[config.mk]
export PLATFORM = sky130hd
export DESIGN_NAME = sa_autosa_sdp_wdma_req
export DESIGN_NICKNAME = d
export VERILOG_FILES = /design/src/rtl/sa_autosa_sdp_wdma_pkg.sv /design/src/rtl/sa_autosa_sdp_wdma_req_pipe.sv /design/src/rtl/sa_autosa_sdp_wdma_req.sv
export SDC_FILE = /design/constraint.sdc
export NUM_CORES = 1
export LEC_CHECK = 0
export CAP_MARGIN = 20
export CORE_AREA = 5 5 229 231
export DETAILED_ROUTE_END_ITERATION = 12
export DIE_AREA = 0 0 234 236
export PLACE_DENSITY = 0.55
export SETUP_SLACK_MARGIN = 0.2
export SYNTH_ARGS = -nofsm -noshare
export SYNTH_HDL_FRONTEND = slang
export SYNTH_SLANG_ARGS = --single-unit
[constraint.sdc]
create_clock -name autosa_core_clk -period 1.88 [get_ports autosa_core_clk]
set_clock_uncertainty 0.05 [all_clocks]
set_input_delay 0.188 -clock autosa_core_clk [delete_from_list [all_inputs] [get_ports autosa_core_clk]]
set_output_delay 0.188 -clock autosa_core_clk [all_outputs]
set_load 0.005 [all_outputs]
[src/rtl/sa_autosa_sdp_wdma_pkg.sv]
// Shared constants and encodings for the SDP write-DMA request builder.
package sa_autosa_sdp_wdma_pkg;

    localparam int DW_DEF   = 256;
    localparam int AW_DEF   = 64;
    localparam int LENW_DEF = 13;

    // Header layout for the default geometry: addr, then len, then require_ack.
    localparam int ADDR_LSB = 0;
    localparam int LEN_LSB  = ADDR_LSB + AW_DEF;
    localparam int ACK_BIT  = LEN_LSB + LENW_DEF;

    typedef enum logic {
        REQ_HDR = 1'b0,
        REQ_DAT = 1'b1
    } req_type_e;

    typedef enum logic {
        ST_IDLE = 1'b0,
        ST_DATA = 1'b1
    } state_e;

endpackage

[src/rtl/sa_autosa_sdp_wdma_req_pipe.sv]
// Single-entry valid/ready output register holding {last, type, pd}.
module sa_autosa_sdp_wdma_req_pipe #(
    parameter int W = 258
) (
    input  logic         autosa_core_clk,
    input  logic         autosa_core_rst,
    input  logic         in_load,
    input  logic [W-1:0] in_data,
    output logic         out_free,
    output logic         out_pvld,
    input  logic         out_prdy,
    output logic [W-1:0] out_data
);

    assign out_free = !out_pvld || out_prdy;

    always_ff @(posedge autosa_core_clk) begin
        if (autosa_core_rst) begin
            out_pvld <= 1'b0;
            // NOTE: the payload is one register, not a memory; clearing it keeps type/pd at 0 after reset.
            out_data <= '0;
        end else if (in_load && out_free) begin
            out_pvld <= 1'b1;
            out_data <= in_data;
        end else if (out_prdy) begin
            out_pvld <= 1'b0;
        end
    end

endmodule

[src/rtl/sa_autosa_sdp_wdma_req.sv]
// Turns one command plus len+1 packed beats into a header beat followed by data beats.
module sa_autosa_sdp_wdma_req
    import sa_autosa_sdp_wdma_pkg::*;
#(
    parameter int DW   = DW_DEF,
    parameter int AW   = AW_DEF,
    parameter int LENW = LENW_DEF
) (
    input  logic            autosa_core_clk,
    input  logic            autosa_core_rst,
    input  logic            cmd_pvld,
    output logic            cmd_prdy,
    input  logic [AW-1:0]   cmd_addr,
    input  logic [LENW-1:0] cmd_len,
    input  logic            cmd_require_ack,
    input  logic            dat_pvld,
    output logic            dat_prdy,
    input  logic [DW-1:0]   dat_data,
    output logic            dma_wr_req_pvld,
    input  logic            dma_wr_req_prdy,
    output logic            dma_wr_req_type,
    output logic [DW-1:0]   dma_wr_req_pd,
    output logic            op_done,
    output logic            busy
);

    localparam int HDR_LEN_LSB = ADDR_LSB + AW;
    localparam int HDR_ACK_BIT = HDR_LEN_LSB + LENW;

    state_e            state;
    logic [LENW-1:0]   beat_cnt;
    logic              out_free;
    logic              out_last;
    logic              cmd_acc;
    logic              dat_acc;
    logic [DW-1:0]     hdr;
    logic [DW+1:0]     load_word;
    logic [DW+1:0]     out_word;

    // Handshakes are gated by reset so nothing is taken while the block is held.
    assign cmd_prdy = !autosa_core_rst && (state == ST_IDLE) && out_free;
    assign dat_prdy = !autosa_core_rst && (state == ST_DATA) && out_free;
    assign cmd_acc  = cmd_pvld && cmd_prdy;
    assign dat_acc  = dat_pvld && dat_prdy;
    assign busy     = !autosa_core_rst && ((state != ST_IDLE) || dma_wr_req_pvld);

    always_comb begin
        // NOTE: assign the whole vector first so unfilled header bits can never infer a latch.
        hdr                            = '0;
        hdr[ADDR_LSB +: AW]            = cmd_addr;
        hdr[HDR_LEN_LSB +: LENW]       = cmd_len;
        hdr[HDR_ACK_BIT]               = cmd_require_ack;
    end

    assign load_word = cmd_acc ? {1'b0, logic'(REQ_HDR), hdr}
                               : {(beat_cnt == '0), logic'(REQ_DAT), dat_data};

    sa_autosa_sdp_wdma_req_pipe #(
        .W (DW + 2)
    ) u_pipe (
        .autosa_core_clk (autosa_core_clk),
        .autosa_core_rst (autosa_core_rst),
        .in_load         (cmd_acc || dat_acc),
        .in_data         (load_word),
        .out_free        (out_free),
        .out_pvld        (dma_wr_req_pvld),
        .out_prdy        (dma_wr_req_prdy),
        .out_data        (out_word)
    );

    assign dma_wr_req_pd   = out_word[DW-1:0];
    assign dma_wr_req_type = out_word[DW];
    assign out_last        = out_word[DW+1];

    always_ff @(posedge autosa_core_clk) begin
        if (autosa_core_rst) begin
            state    <= ST_IDLE;
            beat_cnt <= '0;
            op_done  <= 1'b0;
        end else begin
            // NOTE: non-blocking assignments so every flop here samples pre-edge values.
            op_done <= dma_wr_req_pvld && dma_wr_req_prdy && out_last;
            case (state)
                ST_IDLE: begin
                    if (cmd_acc) begin
                        beat_cnt <= cmd_len;
                        state    <= ST_DATA;
                    end
                end
                ST_DATA: begin
                    if (dat_acc) begin
                        if (beat_cnt == '0) begin
                            state <= ST_IDLE;
                        end else begin
                            beat_cnt <= beat_cnt - 1'b1;
                        end
                    end
                end
                default: state <= ST_IDLE;
            endcase
        end
    end

endmodule
-- After elaboration in Yosys (flattened, before gate mapping)
Index checks and enable logic that the tools add are counted.
- input bits: 339
- latch bits: 0
- memory bits (read-only): 0
- output and inout port bits: 262
- memories: 0
- register bits after elaboration: 274
- RAM bits: 0
- logic and storage cells: 39
- add/sub/neg operators: 1
- muxes and demuxes: 11
- magnitude comparators: 0
- shifts and indexed selects: 0
- bitwise logic cells: 1
- div/mod/pow operators: 0
- reductions and logical operators: 18
- multiply operators: 0
- eq/ne operators: 3
- operator list (operator ; count):
    $mux W258 ; 1
    $mux W13 ; 3
    $pmux W13 S2 ; 1
    $logic_not A13 Y1 ; 1
    $sub A13 B1 Y13 const B ; 1
    $logic_and A1 B1 Y1 ; 10
    $mux W1 ; 5
    $ne A2 B2 Y1 const B ; 2
    $logic_or A1 B1 Y1 ; 3
    $reduce_and A3 Y1 ; 1
    $logic_not A1 Y1 ; 2
    $ne A2 B1 Y1 const B ; 1
    $pmux W1 S2 ; 1
    $reduce_bool A2 Y1 ; 1
    $not A1 Y1 ; 1

-- Logic depth before layout (Yosys ltp)
- word-level depth: 7
- gate-level depth with buffers: 8

-- Cells and area by module
From an unflattened synthesis, not the netlist that was laid out.
- cell total of the unflattened synthesis: 1761
- area total of the unflattened synthesis: 14487.6 sq um
- modules (own cells, without submodules) (module ; cells an instance ; area each (sq um) ; times used):
    sa_autosa_sdp_wdma_req_pipe ; 1181 ; 11284.6 ; 1
    sa_autosa_sdp_wdma_req ; 580 ; 3203.1 ; 1

-- Worst setup path after synthesis
OpenSTA, ideal clock, no wires.
- path kind: reg-to-reg
- start point: register beat_cnt[4]
- end point: register beat_cnt[5]
- slack: 0.049 ns
- data arrival time: 1.665 ns
- library setup time: 0.116 ns
- cell stages (with the launch flop): 7
- data required time: 1.714 ns
- buffers on the path: 1
- period minus slack after synthesis: 1.831 ns
- cell sequence: dfxtp_1 nor4_1 nand4_1 a21oi_2 buf_2 nor2_1 a31o_2
- word-level cells in the longest chain between the ends: 4
- elaborated cells on any way between the ends: 7
- those cells by class: add/sub: 1; eq/ne: 1; mux: 3; reduce/logical: 2
- RTL lines (what ; RTL line ; RTL):
    from (decl) ; sa_autosa_sdp_wdma_req.sv:31 ; logic [LENW-1:0] beat_cnt;
    from (signal assigned) ; sa_autosa_sdp_wdma_req.sv:86 ; beat_cnt <= cmd_len;
    from (signal assigned) ; sa_autosa_sdp_wdma_req.sv:95 ; beat_cnt <= beat_cnt - 1'b1;
    $sub A13 B1 Y13 ; sa_autosa_sdp_wdma_req.sv:95 ;
    $mux W13 ; sa_autosa_sdp_wdma_req.sv:92 ; if (beat_cnt == '0) begin
    $mux W13 ; sa_autosa_sdp_wdma_req.sv:91 ; if (dat_acc) begin
    $pmux W13 S2 ; sa_autosa_sdp_wdma_req.sv:83 ; case (state)
Parallel ways exist; a longest one is shown, timed or not. The select of a mux whose other input is x is not followed.
A chain may end at the register's enable or synchronous reset.

-- Final worst setup path
- start point: register u_pipe.out_pvld
- end point: register u_pipe.out_data[33]
- word-level cells in the longest chain between the ends: 6
- elaborated cells on any way between the ends: 9
- those cells by class: mux: 1; reduce/logical: 8
- RTL lines (what ; RTL line ; RTL):
    from (decl) ; sa_autosa_sdp_wdma_req_pipe.sv:10 ; output logic out_pvld,
    from (signal assigned) ; sa_autosa_sdp_wdma_req_pipe.sv:19 ; out_pvld <= 1'b0;
    from (signal assigned) ; sa_autosa_sdp_wdma_req_pipe.sv:23 ; out_pvld <= 1'b1;
    from (signal assigned) ; sa_autosa_sdp_wdma_req_pipe.sv:26 ; out_pvld <= 1'b0;
    $logic_not A1 Y1 (*) ; sa_autosa_sdp_wdma_req_pipe.sv:15 ; assign out_free = !out_pvld || out_prdy;
    $logic_or A1 B1 Y1 (*) ; sa_autosa_sdp_wdma_req_pipe.sv:15 ;
    $logic_and A1 B1 Y1, on equally long branches ; sa_autosa_sdp_wdma_req.sv:41, sa_autosa_sdp_wdma_req.sv:42 ;
    $logic_and A1 B1 Y1, on equally long branches ; sa_autosa_sdp_wdma_req.sv:43, sa_autosa_sdp_wdma_req.sv:44 ;
    $logic_or A1 B1 Y1 ; sa_autosa_sdp_wdma_req.sv:63 ; .in_load (cmd_acc || dat_acc),
    $logic_and A1 B1 Y1 ; sa_autosa_sdp_wdma_req_pipe.sv:22 ; end else if (in_load && out_free) begin
    to (signal assigned) ; sa_autosa_sdp_wdma_req_pipe.sv:24 ; out_data <= in_data;
    to (decl) ; sa_autosa_sdp_wdma_req_pipe.sv:12 ; output logic [W-1:0] out_data
Every way passes the cells marked *; elsewhere a longest branch is shown, timed or not.

==> run summary <==
Synth Register Bits - 274
Clock Pin Slew Worst Setup and Hold Paths - 0.06 ns
Total placed cells including tap cells - 2307
CTS buffer count - 34
# clock sinks - 274
Pin count of the biggest net entering global routing - 138
Crit-path leading delay family - buffers and inverters
Slowest library cell on the worst path - dfxtp_2
Max Freq - 514 MHz
PortBufs - 600
Cells after Synth - 1329
Critical Path RT - 2.19 ns
Vias in the first global route - 11300
DR pass1 iterations - 5
Synth warn - 0
Via Count - 11000
Top cells by area, synth - dfxtp_1 (45%), buf_4 (16%), a22oi_1 (11%), nor2_1 (8.3%), mux2i_1 (6.4%)
WHS Path Cells - 3
Post-Route WL - 49800 um
CP startpoint kind - register
DRC - 0
Post-synth top area share - 45.0%
CORE AREA - 49900 um2
CP arrival - 2.25 ns
Crit Path Max Fanout - 9
Critical Path Max Stage Delay - 0.31 ns
Die Ht - 236 um
Worst vdd ir - 0.503 mV
Reg2Reg Depth - 7
Starting density of the core - 24.4%
Worst Path Buf+Inv - 3
Deepest clock path buffer count - 3
Layout Cells excl Fill - 2445
Total GRT Usage - 16.0%
Pins Over Slew Limit - 0
H-tree depth - 2
Initial antenna violation count - 1
Worst rel slew slack - 48.4%
CTS tree - built
Slew at the pin closest to its max-slew limit - 0.775 ns
# rows - 82
Share of post-route cells with drive strength above 1 - 22.3%
Leak pwr - 0.00898 uW
Die Width - 234 um
Hold worst-path end - u_pipe.out_data[13]
Final layout net count - 2090
GPL Wtd Cong - 0.784
Reg2reg setup slack - -0.06 ns
Status - complete, but fails checks
Post-route ant nets - 0
Sequential fraction of the synthesis area - 45.0%
Drt wl/cell - 20.4 um
IO Pins - 601
Yosys cell types - 41
Cells along the critical path - and2b_2, nor4b_4, buf_6, buf_12, buf_4, mux2i_1, a211oi_1
Failing checks - negative setup slack
Area of the die - 55200 um2
Dpl ws - -0.464 ns
Worst setup margin - -0.0646 ns
Worst skew pair latency - 0.52 ns
Vias per inst - 4.51
Final hold violations - 0
GR Overflow Total - 0
Post-Syn Nets - 1670
Yosys top cell by area - dfxtp_1
CTS root buf - clkbuf_16
Final Critical Period - 1.94 ns
Fillers - 4776
Mapped Area - 12200 um2
Setup-failing EPs final - 181
Hold path startpoint - cmd_addr[13]
DRT iter0 DRCs - 372
Crit Reg-Reg Startpoint - u_pipe.out_pvld
RSZ-0062 raised after global routing - true
HP Class - in -> reg
Final period util - 103%
Worst reg2reg endpoint - u_pipe.out_data[33]
HPWL after DPL - 33000 um
Area Growth Syn to Fin - 73.6%
Pwr dens - 761 nW/um2
Syn_area_per_cell - 9.17 um2
Crit Path Class - reg -> reg
Critical path capture point type - register
Maxcap violations - 0
First-pass GRT wire length - 69600 um
==> cells in the final DEF (no fill, tap or decap), types with 5 or more instances in the layout <==
master,netlist,final
clkbuf_8,0,12
a21oi_1,13,5
mux2i_1,78,77
clkbuf_1,60,6
buf_6,2,35
nor3_1,10,8
buf_12,0,23
a22oi_1,179,29
dfxtp_2,0,12
a22oi_2,0,150
buf_16,0,18
clkdlybuf4s50_1,0,503
dfxtp_1,274,261
inv_1,9,9
nor2_1,269,263
clkbuf_16,0,48
buf_4,264,39
dlymetal6s2s_1,0,93
a211oi_1,81,76
a21oi_2,1,7
buf_8,0,11
a211oi_2,0,5
==> final cells by class <==
| cell class | count | area [um2] | share of cell area, % |
|---|---|---|---|
| Sequential cell | 274 | 5500 | 26.0 |
| Clock buffer | 54 | 1100 | 5.20 |
| Multi-Input combinational cell | 691 | 5260 | 24.9 |
| Timing Repair Buffer | 738 | 8330 | 39.4 |
| Antenna cell | 1 | 2.50 | 0.0118 |
| Inverter | 10 | 37.5 | 0.178 |
| Clock inverter | 5 | 75.1 | 0.355 |
| Tap cell | 672 | 841 | 3.98 |
==> where the power goes <==
group | leakage [uW] | internal [uW] | switching [uW] | total (uW)
logic | 0.00617 | 1800 | 1210 | 3000
clock network | 0.000582 | 4270 | 2600 | 6870
registers | 0.00223 | 6050 | 157 | 6210
total | 0.00898 | 12100 | 3960 | 16100
==> through the flow <==
stage / instance area (um2) / utilization, % / total power, uW / hold WS, ns / TNS (ns)
floorplan: 12500 / - / 7440 / 0.288 / 0
global placement: 17500 / 35.1 / 8670 / 0.405 / -106.28
detailed placement: 17500 / 35.1 / 8700 / 0.422 / -106.51
CTS: 19900 / 40.0 / 16000 / -0.133 / -2.83
global route: 21100 / 42.4 / 16800 / 0.192 / -23.30
finish: 21100 / 42.4 / 16100 / 0.212 / -4.06
==> Yosys cell counts (all sizes together) <==
| cell | count |
|---|---|
| a21o | 1 |
| a211oi | 81 |
| a21oi | 14 |
| dfxtp | 274 |
| o32ai | 4 |
| nor2 | 269 |
| nor2b | 2 |
| nand2 | 6 |
| a32o | 2 |
| a21boi | 1 |
| nor4b | 2 |
| and4 | 3 |
| nor4 | 3 |
| and2 | 3 |
| nand4 | 4 |
| a22oi | 179 |
| clkbuf | 60 |
| ha | 2 |
| o21ai | 9 |
| mux2i | 78 |
| nand3 | 3 |
| a211o | 1 |
| a31o | 2 |
| a32oi | 1 |
| nor3 | 10 |
| or4 | 1 |
| buf | 296 |
| and2b | 1 |
| o211ai | 1 |
| nand2b | 1 |
| nand3b | 1 |
| inv | 10 |
| o2bb2ai | 1 |
| a31oi | 3 |
==> logic make-up (layout without fill, tap and decap cells) <==
family | count (synthesis) | after routing | share of synthesized area [%]
buffers and inverters | 366 | 807 | 19.8
and+or+nand+nor | 309 | 311 | 10.4
AOI/OAI and AO/OA | 300 | 300 | 18.1
DFF | 274 | 274 | 45.0
muxes | 78 | 78 | 6.41
adders and majority gates | 2 | 2 | 0.205
other | 0 | 1 | 0
==> how the worst max path moves through the flow <==
stage	end	from	cells after the start
finish	u_pipe.out_data[33]	u_pipe.out_pvld	7
global route	u_pipe.out_data[134]	u_pipe.out_pvld	8
CTS	u_pipe.out_data[161]	u_pipe.out_pvld	8
detailed placement	u_pipe.out_data[32]	dma_wr_req_prdy	8
global placement	u_pipe.out_data[110]	dma_wr_req_prdy	8
floorplan	beat_cnt[2]	u_pipe.out_pvld	6
==> tightest hold or removal path, stage by stage <==
cell and delay (ns):
clkdlybuf4s50_1 0.40, nor2_1 0.10, a211oi_1 0.05
==> sequential cells by signal (all words and copies together) (netlist names) <==
register         cells
beat_cnt            13
u_pipe.out_pvld      1
state                1
u_pipe.out_data    258
op_done              1
==> layer usage <==
metal  routed length [um]  vias up  global-route usage (%)
met3                 4150       67                    5.69
met4                 1050        0                    4.63
li1                     -     5256                       -
met5                    0        -                       0
met2                25100      376                    28.0
met1                19500     5333                    18.3
==> repair_timing <==
action	CTS	global route
gates resized for setup	149	208
gates cloned	15	15
endpoints found under the setup margin	346	413
setup buffers	29	18
endpoints found under the hold margin	10	10
pin swaps	32	23
Note: power is estimated with default switching activity, not from simulation.
